File: src/rtl/fp_norm_ctrl.sv
// Handshaked mantissa normalizer: leading-zero count, exponent-limited left shift.
// Optional abort input enabled by defining FP_NORM_FLUSH_EN.
module lzc_24bits (
  input  logic [23:0] a,
  output logic [4:0]  cnt
);
  // Scan upward so the highest set bit has the final say.
  always_comb begin
    cnt = 5'd24;
    for (int i = 0; i < 24; i++) begin
      if (a[i]) cnt = 5'(23 - i);
    end
  end
endmodule

module fp_norm_ctrl #(
  parameter int MANT_W = 24,
  parameter int EXP_W  = 8
) (
  input  logic              clk,
  input  logic              rst,
  input  logic              in_valid,
  output logic              in_ready,
  input  logic [MANT_W-1:0] in_mant,
  input  logic [EXP_W-1:0]  in_exp,
  output logic              out_valid,
  input  logic              out_ready,
  output logic [MANT_W-1:0] out_mant,
  output logic [EXP_W-1:0]  out_exp,
  output logic              out_zero,
  output logic              out_uflow,
  output logic [15:0]       norm_cnt
`ifdef FP_NORM_FLUSH_EN
  ,
  input  logic              flush
`endif
);

  typedef enum logic [1:0] {
    IDLE  = 2'd0,
    COUNT = 2'd1,
    SHIFT = 2'd2,
    DONE  = 2'd3
  } state_t;

  localparam int SW = EXP_W + 5;

  state_t            state_q, state_d;
  logic [MANT_W-1:0] mant_q, mant_d;
  logic [EXP_W-1:0]  exp_q, exp_d;
  logic [4:0]        lzc_q, lzc_d;
  logic              zero_q, zero_d;
  logic [MANT_W-1:0] out_mant_q, out_mant_d;
  logic [EXP_W-1:0]  out_exp_q, out_exp_d;
  logic              out_zero_q, out_zero_d;
  logic              out_uflow_q, out_uflow_d;
  logic [15:0]       cnt_q, cnt_d;
  logic              in_ready_q, in_ready_d;
  logic              out_valid_q, out_valid_d;

  logic [4:0]        lzc_cnt;
  logic [SW-1:0]     lz_w, ex_w, sh;

  lzc_24bits u_lzc (
    .a   (mant_q),
    .cnt (lzc_cnt)
  );

  assign lz_w = SW'(lzc_q);
  assign ex_w = SW'(exp_q);
  assign sh   = (lz_w > ex_w) ? ex_w : lz_w;

  always_comb begin
    state_d     = state_q;
    mant_d      = mant_q;
    exp_d       = exp_q;
    lzc_d       = lzc_q;
    zero_d      = zero_q;
    out_mant_d  = out_mant_q;
    out_exp_d   = out_exp_q;
    out_zero_d  = out_zero_q;
    out_uflow_d = out_uflow_q;
    cnt_d       = cnt_q;
    unique case (state_q)
      IDLE: begin
        if (in_valid && in_ready_q) begin
          mant_d  = in_mant;
          exp_d   = in_exp;
          state_d = COUNT;
        end
      end
      COUNT: begin
        lzc_d   = lzc_cnt;
        zero_d  = (mant_q == '0);
        state_d = SHIFT;
      end
      SHIFT: begin
        if (zero_q) begin
          out_mant_d  = '0;
          out_exp_d   = '0;
          out_zero_d  = 1'b1;
          out_uflow_d = 1'b0;
        end else begin
          out_mant_d  = mant_q << sh;
          out_exp_d   = exp_q - EXP_W'(sh);
          out_zero_d  = 1'b0;
          out_uflow_d = (lz_w > ex_w);
        end
        state_d = DONE;
      end
      DONE: begin
        if (out_ready && out_valid_q) begin
          cnt_d   = cnt_q + 16'd1;
          state_d = IDLE;
        end
      end
      default: state_d = IDLE;
    endcase
`ifdef FP_NORM_FLUSH_EN
    // Abort keeps the last published result but retracts its valid.
    if (flush) begin
      state_d     = IDLE;
      mant_d      = mant_q;
      exp_d       = exp_q;
      out_mant_d  = out_mant_q;
      out_exp_d   = out_exp_q;
      out_zero_d  = out_zero_q;
      out_uflow_d = out_uflow_q;
      cnt_d       = cnt_q;
    end
`endif
    in_ready_d  = (state_d == IDLE);
    out_valid_d = (state_d == DONE);
  end

  always_ff @(posedge clk) begin
    if (rst) begin
      state_q     <= IDLE;
      mant_q      <= '0;
      exp_q       <= '0;
      lzc_q       <= '0;
      zero_q      <= 1'b0;
      out_mant_q  <= '0;
      out_exp_q   <= '0;
      out_zero_q  <= 1'b0;
      out_uflow_q <= 1'b0;
      cnt_q       <= '0;
      in_ready_q  <= 1'b1;
      out_valid_q <= 1'b0;
    end else begin
      state_q     <= state_d;
      mant_q      <= mant_d;
      exp_q       <= exp_d;
      lzc_q       <= lzc_d;
      zero_q      <= zero_d;
      out_mant_q  <= out_mant_d;
      out_exp_q   <= out_exp_d;
      out_zero_q  <= out_zero_d;
      out_uflow_q <= out_uflow_d;
      cnt_q       <= cnt_d;
      in_ready_q  <= in_ready_d;
      out_valid_q <= out_valid_d;
    end
  end

  assign in_ready  = in_ready_q;
  assign out_valid = out_valid_q;
  assign out_mant  = out_mant_q;
  assign out_exp   = out_exp_q;
  assign out_zero  = out_zero_q;
  assign out_uflow = out_uflow_q;
  assign norm_cnt  = cnt_q;

endmodule

File: config.mk
export PLATFORM = sky130hd
export DESIGN_NAME = fp_norm_ctrl
export DESIGN_NICKNAME = d
export VERILOG_FILES = /design/src/rtl/fp_norm_ctrl.sv
export SDC_FILE = /design/constraint.sdc
export NUM_CORES = 1
export LEC_CHECK = 0
export CAP_MARGIN = 20
export CORE_MARGIN = 1
export CORE_UTILIZATION = 54
export DETAILED_ROUTE_END_ITERATION = 8
export GPL_ROUTABILITY_DRIVEN = 0
export GPL_TIMING_DRIVEN = 0
export MAX_ROUTING_LAYER = met4
export PLACE_DENSITY_LB_ADDON = 0.25
export SLEW_MARGIN = 20
export SYNTH_ARGS = -nofsm -noshare
export SYNTH_HDL_FRONTEND = slang
export SYNTH_HIERARCHICAL = 1
export SYNTH_SLANG_ARGS = --single-unit
File: constraint.sdc
create_clock -name clk -period 4.6 [get_ports clk]
set_input_delay 0.46 -clock clk [delete_from_list [all_inputs] [get_ports clk]]
set_output_delay 0.46 -clock clk [all_outputs]
set_load 0.05 [all_outputs]
-- Yosys cells after proc, flatten, opt, wreduce, memory -nomap -nowiden
Index checks and enable logic that the tools add are counted.
- logic and storage cells: 59
- output and inout port bits: 52
- register bits: 92
- bits of input ports: 36
- shift operators: 1
- mux-type cells: 32
- magnitude comparators: 1
- add/subtract/negate cells: 2
- reduce and logical (&&, ||, !) cells: 7
- equal/unequal tests: 4
- operators with widths (kind ; number):
    $mux W5 ; 16
    $mux W4 ; 8
    $logic_not A24 Y1 ; 1
    $mux W24 ; 1
    $shl A24 B8 Y24 ; 1
    $add A16 B1 Y16 const B ; 1
    $mux W8 ; 2
    $gt A5 B8 Y1 ; 1
    $pmux W2 S4 ; 1
    $sub A8 B8 Y8 ; 1
    $eq A2 B2 Y1 const B ; 3
    $logic_not A2 Y1 ; 2
    $mux W2 ; 2
    $reduce_and A2 Y1 ; 2
    $eq A2 B1 Y1 const B ; 1
    $logic_and A1 B1 Y1 ; 2
    $mux W1 ; 2

-- Longest topological paths before layout
Gate-level depths: netlist (run 1).
- depth in word-level cells: 24
- gate-level depth with buffers: 20
- depth with buffers taken out: 17

-- Cells and area by module
Netlist (run 1), hierarchy kept.
- by module, submodules not included (module ; sequential area each (µm²) ; area an instance (µm²) ; cells an instance ; instances):
    fp_norm_ctrl ; 1841.8 ; 4887.2 ; 582 ; 1
    lzc_24bits ; 0.0 ; 265.3 ; 48 ; 1

-- Worst setup path before layout (run 1)
Ideal clock, no wire load.
- path kind: register -> register
- start: reg exp_q[3]
- end: reg out_exp_q[6] (netlist: out_exp[6])
- buffers on the path: 3
- clock period less this slack: 3.645 ns
- cell stages (with the launch flop): 21
- slack: 0.955 ns
- library setup time: 0.128 ns
- data arrival time: 3.518 ns
- data required time: 4.472 ns
- cell sequence: dfxtp_1 > clkbuf_1 > inv_1 > ha_1 > a21o_1 > a21oi_2 > a21oi_4 > buf_6 > mux2i_4 > inv_2 > buf_4 > ha_1 > inv_1 > ha_1 > nor3_1 > a21oi_1 > a21bo_2 > a311oi_1 > xor2_1 > a22oi_1 > nor2_1
- cells in the longest elaborated chain, start to end: 4
- RTL lines (element ; line ; RTL):
    from (decl) ; 50 ; logic [EXP_W-1:0] exp_q, exp_d;
    from (signal assigned) ; 153 ; exp_q <= exp_d;
    $gt A5 B8 Y1 ; 71 ; assign sh = (lz_w > ex_w) ? ex_w : lz_w;
    $mux W8 ; 71 ;
    $sub A8 B8 Y8 (*) ; 105 ; out_exp_d = exp_q - EXP_W'(sh);
    $mux W8 (*) ; 98 ; if (zero_q) begin
    to (signal assigned) ; 157 ; out_exp_q <= out_exp_d;
    to (decl) ; 54 ; logic [EXP_W-1:0] out_exp_q, out_exp_d;
Mark *: on every way between the ends. The rest lies on a longest branch, timed or not.
A chain may end at the register's enable or synchronous reset.

-- Final worst setup path (run 1)
Ends and elaborated chain as after synthesis.

==> results of run 1 <==
## cells by family (layout without fill, tap and decap cells)
kind of cell	count (synthesis)	after routing	synth area share
simple gates	251	251	0.216
fa+ha+maj	9	9	0.0219
flops	92	92	0.357
buf+inv	45	146	0.0415
compound gates	145	145	0.185
xor+xnor	20	20	0.0340
mux	68	68	0.145
## Yosys cell counts, drive strengths merged (14+ instances only)
cell,number,area [sq um]
mux2i,58,618
clkbuf,20,75.1
nor2,67,254
dfxtp,92,1840
a21oi,59,310
nand3,17,85.1
o21ai,23,115
nand2,112,420
a22oi,18,149
xor2,14,123
## metrics by stage
stage	power, mW	setup WS [ns]
floorplan	1.71	0.955
global placement	1.94	0.571
detailed placement	1.97	0.419
CTS	2.57	0.389
global route	2.72	0.118
finish	2.59	0.494
## power groups by stage
stage | Clock [mW] | Combinational [mW] | Sequential [mW]
after floorplan | 0 | 0.709 | 1.00
after global placement | 0 | 0.986 | 0.952
after detailed placement | 0 | 1.02 | 0.955
after CTS | 0.615 | 1.02 | 0.937
after global routing | 0.644 | 1.13 | 0.951
final | 0.609 | 1.04 | 0.942
## worst paths after layout
| path | from | endpoint | slack [ns] | depth (start not counted) |
|---|---|---|---|---|
| worst min register to register | out_mant[10] | out_mant[10] | 0.46 | 2 |
| worst min-delay path | out_mant[10] | out_mant[10] | 0.46 | 2 |
| worst max-delay path | exp_q[3] | out_exp[6] | 0.49 | 19 |
| worst max register to register | exp_q[3] | out_exp[6] | 0.49 | 19 |
## layout make-up
class,count,area share
Multi-Input combinational cell,493,0.484
Sequential cell,92,0.288
Timing Repair Buffer,86,0.135
Buffer,31,0.0252
Tap cell,129,0.0252
Clock buffer,10,0.0215
Clock inverter,6,0.0137
Inverter,13,0.00763
## sequential cells by signal (all words and copies together) (netlist names)
name       count
out_valid      1
lzc_q          5
in_ready       1
out_mant      24
exp_q          8
mant_q        24
state_q        2
zero_q         1
norm_cnt      16
out_uflow      1
out_zero       1
out_exp        8
## layer usage
metal / up-vias / routed length [microns] / global-route usage
met5: - / 0 / -
met4: 0 / 238 / 0.0950
met3: 26 / 1120 / 0.0618
met2: 233 / 6760 / 0.489
met1: 2424 / 6170 / 0.378
li1: 2441 / - / -
## critical path, stage by stage, from the launching register on
cell and delay [ns]:
dfxtp_1 0.51, inv_1 0.16, ha_1 0.34, a21o_1 0.18, a21oi_2 0.20, a21oi_4 0.10
buf_6 0.16, mux2i_4 0.21, inv_2 0.15, buf_4 0.22, ha_1 0.24, inv_1 0.06
ha_1 0.24, nor3_1 0.20, a21oi_1 0.08, o22a_1 0.22, a311oi_1 0.32, xor2_1 0.23
a22oi_1 0.09, nor2_1 0.12
==> impl_metrics.json, run 1 <==
{
  "status": "finished clean",
  "drt-initial-drc-count": 563,
  "io_pins": 88,
  "crit_fanout": 10,
  "p_switching_mw": 1.00,
  "clk_latency_ns": 0.37,
  "nets": 771,
  "clockBufferDepth": 2,
  "placed_area_sq_mm": 0.00617,
  "syn2layout_area_growth_pct": 24.1,
  "final_cell_mix": "nand2_1 (112), dfxtp_1 (92), clkdlybuf4s50_1 (86), nor2_1 (66), a21oi_1 (57)",
  "rows": 35,
  "grt_max_degree": 16,
  "hp-class": "reg -> reg",
  "synth_seq_cells": 92,
  "switching_share": 0.386,
  "seqCellArea_sq_mm": 0.00184,
  "p_clk_frac": 0.235,
  "p_leak_nw": 2.50,
  "crit_type": "reg -> reg",
  "synthCells": 630,
  "yosys_most_used_dff": "dfxtp_1",
  "postSynth.asyncResetShare": 0,
  "clk_pin_slew_worst_paths_ns": 0.08,
  "worst_slew_pin_slew_ns": 0.781,
  "drc": 0,
  "synth_edf_count": 0,
  "vias": 5124,
  "combPwrFrac": 0.402,
  "setup_violations": 0,
  "cap_violations": 0,
  "multi_input_area_sq_mm": 0.00310,
  "syn_nets": 675,
  "die_area_sq_mm": 0.00994,
  "yosysWarnings": 6,
  "critPathRequiredTime_ns": 4.91,
  "seq_area_frac_synth": 0.357,
  "fmax_mhz": 244,
  "grt_pass1_vias": 4853,
  "track_usage": 0.302,
  "h-tree-depth": 3,
  "final-instance-count-excl-fill": 860,
  "cts-hold-fix-buffers": 0,
  "antenna_cells": 0,
  "port-buffer-count": 86,
  "cts_buffers": 9,
  "min_period_ns": 4.11,
  "synthesis.area_sq_mm": 0.00515,
  "final_common_cell": "nand2_1",
  "hold_ws_ns": 0.459,
  "yosysUniqueCellTypes": 64,
  "wire_per_inst_microns": 16.6,
  "cts-resized-gates": 0,
  "pwr-share-seq": 0.363,
  "dr.pass1.iters": 8,
  "intPower_mw": 1.59,
  "cts_root_buf": "clkbuf_8",
  "clock_sinks": 92,
  "final.fill_count": 760,
  "cts_tree": "built",
  "maxSlewViolCount": 0,
  "arrival_ns": 4.41,
  "grt_pass1_wl_mm": 23.2,
  "die_y_microns": 99.7,
  "antenna_found_initial": 0,
  "final_core_util": 0.692,
  "finalCritPeriodShare": 0.893,
  "viasPerCell": 5.96,
  "die_w_microns": 99.7,
  "coreArea_sq_mm": 0.00924,
  "wirelength_mm": 14.3,
  "crit_path_end_kind": "flip-flop",
  "initial_core_util": 0.558,
  "pwr_density_cell_mw_per_mm2": 405,
  "rsz0062_at_grt": "no",
  "dp.cells": 845,
  "syn_area_per_cell_sq_um": 8.18,
  "fin_area_sq_mm": 0.00640,
  "overflow": 0,
  "ant_nets": 0,
  "ir_worst_vdd_mv": 0.212,
  "finClkSkew_ns": 0.00722,
  "hold_viol": 0,
  "cp-start-kind": "flip-flop",
  "final_layout_size_suffix_gt1_frac": 0.0657,
  "max-slew-margin-rel": 0.475,
  "post-cts-setup-buffer-count": 0,
  "fin_tns_setup_ns": 0,
  "dp_hpwl_mm": 10.7
}
No activity file was read; power rests on OpenSTA's default activity.
==> run 2, diff against run 1 <==
--- a/config.mk
+++ b/config.mk
@@ -5,9 +5,10 @@
 export SDC_FILE = /design/constraint.sdc
 export NUM_CORES = 1
 export LEC_CHECK = 0
+export ABC_CLOCK_PERIOD_IN_PS = 4600
 export CAP_MARGIN = 20
 export CORE_MARGIN = 1
-export CORE_UTILIZATION = 54
+export CORE_UTILIZATION = 50
 export DETAILED_ROUTE_END_ITERATION = 8
 export GPL_ROUTABILITY_DRIVEN = 0
 export GPL_TIMING_DRIVEN = 0
==> run 2 against run 1 <==
Effect of this change: first-iteration DRC count decreased by 25%; cell count increased by 0.58%; register-to-register slack got worse by 0.15 ns; total power decreased by 1.2%; non-clock buffer count increased by 1; maximum frequency decreased by 3.5%; flip-flop and latch count unchanged; combinational power about the same; sequential share of layout area about the same; critical path type unchanged.
==> impl_metrics.json, run 2 (synthesis gave the netlist of run 1 again) <==
{
  "port-buffer-count": 86,
  "p_leak_nw": 2.50,
  "crit_slowest_cell": "a311oi_1",
  "p_switching_mw": 1.01,
  "grt_max_degree": 16,
  "final-instance-count-excl-fill": 865,
  "die_y_microns": 104,
  "wirelength_mm": 14.5,
  "wire_per_inst_microns": 16.7,
  "vias": 5074,
  "maxSlewViolCount": 0,
  "r2r_cells": 20,
  "switching_share": 0.393,
  "crit_path_end_kind": "flip-flop",
  "clock_sinks": 92,
  "post-cts-setup-buffer-count": 0,
  "hp-class": "reg -> reg",
  "final_common_cell": "nand2_1",
  "clk_pin_slew_worst_paths_ns": 0.09,
  "p_clk_frac": 0.226,
  "initial_core_util": 0.522,
  "grt_pass1_vias": 4809,
  "clockBufferDepth": 2,
  "final_cell_mix": "nand2_1 (112), dfxtp_1 (92), clkdlybuf4s50_1 (86), nor2_1 (66), a21oi_1 (57)",
  "rows": 36,
  "crit_start": "exp_q[3]",
  "syn2layout_area_growth_pct": 24.0,
  "critPathRequiredTime_ns": 4.93,
  "arrival_ns": 4.58,
  "grt_pass1_wl_mm": 23.5,
  "hold_viol": 0,
  "cts_root_buf": "clkbuf_8",
  "io_pins": 88,
  "reg2reg_to": "out_exp[6]",
  "finalCritPeriodShare": 0.925,
  "track_usage": 0.281,
  "crit_end": "out_exp[6]",
  "r2r_setup_slack_ns": 0.35,
  "crit_type": "reg -> reg",
  "worst_slew_pin_slew_ns": 0.806,
  "max-slew-margin-rel": 0.459,
  "h-tree-depth": 3,
  "intPower_mw": 1.55,
  "pwr-share-seq": 0.366,
  "ir_worst_vdd_mv": 0.156,
  "cts_tree": "built",
  "fin_tns_setup_ns": 0,
  "pwr_density_cell_mw_per_mm2": 401,
  "die_w_microns": 104,
  "rsz0062_at_grt": "no",
  "status": "finished clean",
  "overflow": 0,
  "rr_startpoint": "exp_q[3]",
  "crit_path_frequent_cell": "ha_1",
  "ant_nets": 0,
  "cap_violations": 0,
  "finClkSkew_ns": 0.00721,
  "crit_fanout": 10,
  "drt-initial-drc-count": 421,
  "final_layout_size_suffix_gt1_frac": 0.0656,
  "antenna_found_initial": 0,
  "slowest_delay_ns": 0.34,
  "cp-start-kind": "flip-flop",
  "coreArea_sq_mm": 0.00986,
  "setup_violations": 0,
  "viasPerCell": 5.87,
  "cts_buffers": 9,
  "cts-hold-fix-buffers": 0,
  "fmax_mhz": 235,
  "die_area_sq_mm": 0.0107,
  "min_period_ns": 4.25,
  "combPwrFrac": 0.408,
  "nets": 772,
  "cts-resized-gates": 0,
  "antenna_cells": 0,
  "drc": 0,
  "dr.pass1.iters": 7,
  "clk_latency_ns": 0.38,
  "dp.cells": 849,
  "worstPathCellList": "clkbuf_1 > inv_1 > ha_1 > nand3_1 > o21ai_1 > a21oi_4 > buf_6 > mux2i_4 > inv_2 > buf_4 > ha_1 > inv_1 > ha_1 > nor3_1 > a21oi_1 > o22a_1 > a311oi_1 > xor2_1 > a22oi_1 > nor2_1",
  "dp_hpwl_mm": 10.9
}
[run 2: worst min path at each step]
stage                       from      endpoint  cells after the start
finish              out_mant[13]  out_mant[13]                      2
global route        out_mant[15]  out_mant[15]                      2
CTS                 out_mant[13]  out_mant[13]                      2
detailed placement  out_mant[13]  out_mant[13]                      2
global placement     out_mant[8]   out_mant[8]                      1
floorplan               exp_q[4]      exp_q[4]                      2
[run 2: layout make-up]
| type | instances | area, sq um |
|---|---|---|
| repair buffers | 86 | 861 |
| fillers | 850 | 3470 |
| plain buffers | 32 | 165 |
| flip-flops and latches | 92 | 1840 |
| clock inverters | 5 | 60.1 |
| well taps | 133 | 166 |
| clock buffers | 11 | 151 |
| multi-input cells | 493 | 3100 |
| inverters | 13 | 48.8 |
[run 2: worst max-delay path, delay by kind of cell (launching register included)]
kind / cells / cell delay, ns
multiplexers: 1 / 0.22
adder cells (fa/ha/maj): 3 / 0.79
AO/OA/AOI/OAI: 6 / 1.13
flip-flops: 1 / 0.31
buffers and inverters: 6 / 1.06
XOR/XNOR: 1 / 0.22
AND/OR/NAND/NOR: 3 / 0.48
[run 2: power groups by stage]
| stage | Clock (mW) | Sequential [mW] | Combinational, mW |
|---|---|---|---|
| detailed placement | 0 | 0.954 | 1.02 |
| floorplan | 0 | 1.00 | 0.709 |
| finish | 0.578 | 0.937 | 1.04 |
| global placement | 0 | 0.951 | 0.993 |
| CTS | 0.585 | 0.936 | 1.02 |
| global route | 0.621 | 0.947 | 1.12 |
[run 2: through the flow]
stage	utilization	cell area [sq um]	power (mW)	hold slack (ns)	worst slack, ns
after floorplan	-	5150	1.71	0.454	0.955
after global placement	0.626	6180	1.94	0.439	0.607
after detailed placement	0.626	6180	1.97	0.449	0.458
after CTS	0.648	6390	2.54	0.462	0.433
after global routing	0.648	6390	2.69	0.491	0.0765
final	0.648	6390	2.56	0.457	0.346
[run 2: layer usage]
layer | global-route usage | wire, microns | vias up
li1 | - | - | 2442
met3 | 0.0585 | 1040 | 36
met5 | - | 0 | -
met2 | 0.460 | 6910 | 218
met4 | 0.113 | 354 | 0
met1 | 0.336 | 6160 | 2378
==> run 3, diff against run 2 <==
--- a/config.mk
+++ b/config.mk
@@ -8,7 +8,7 @@
 export ABC_CLOCK_PERIOD_IN_PS = 4600
 export CAP_MARGIN = 20
 export CORE_MARGIN = 1
-export CORE_UTILIZATION = 50
+export CORE_UTILIZATION = 54
 export DETAILED_ROUTE_END_ITERATION = 8
 export GPL_ROUTABILITY_DRIVEN = 0
 export GPL_TIMING_DRIVEN = 0
==> results of run 3 <==
Same layout as run 1: the final DEF is identical, and so are final timing and power.
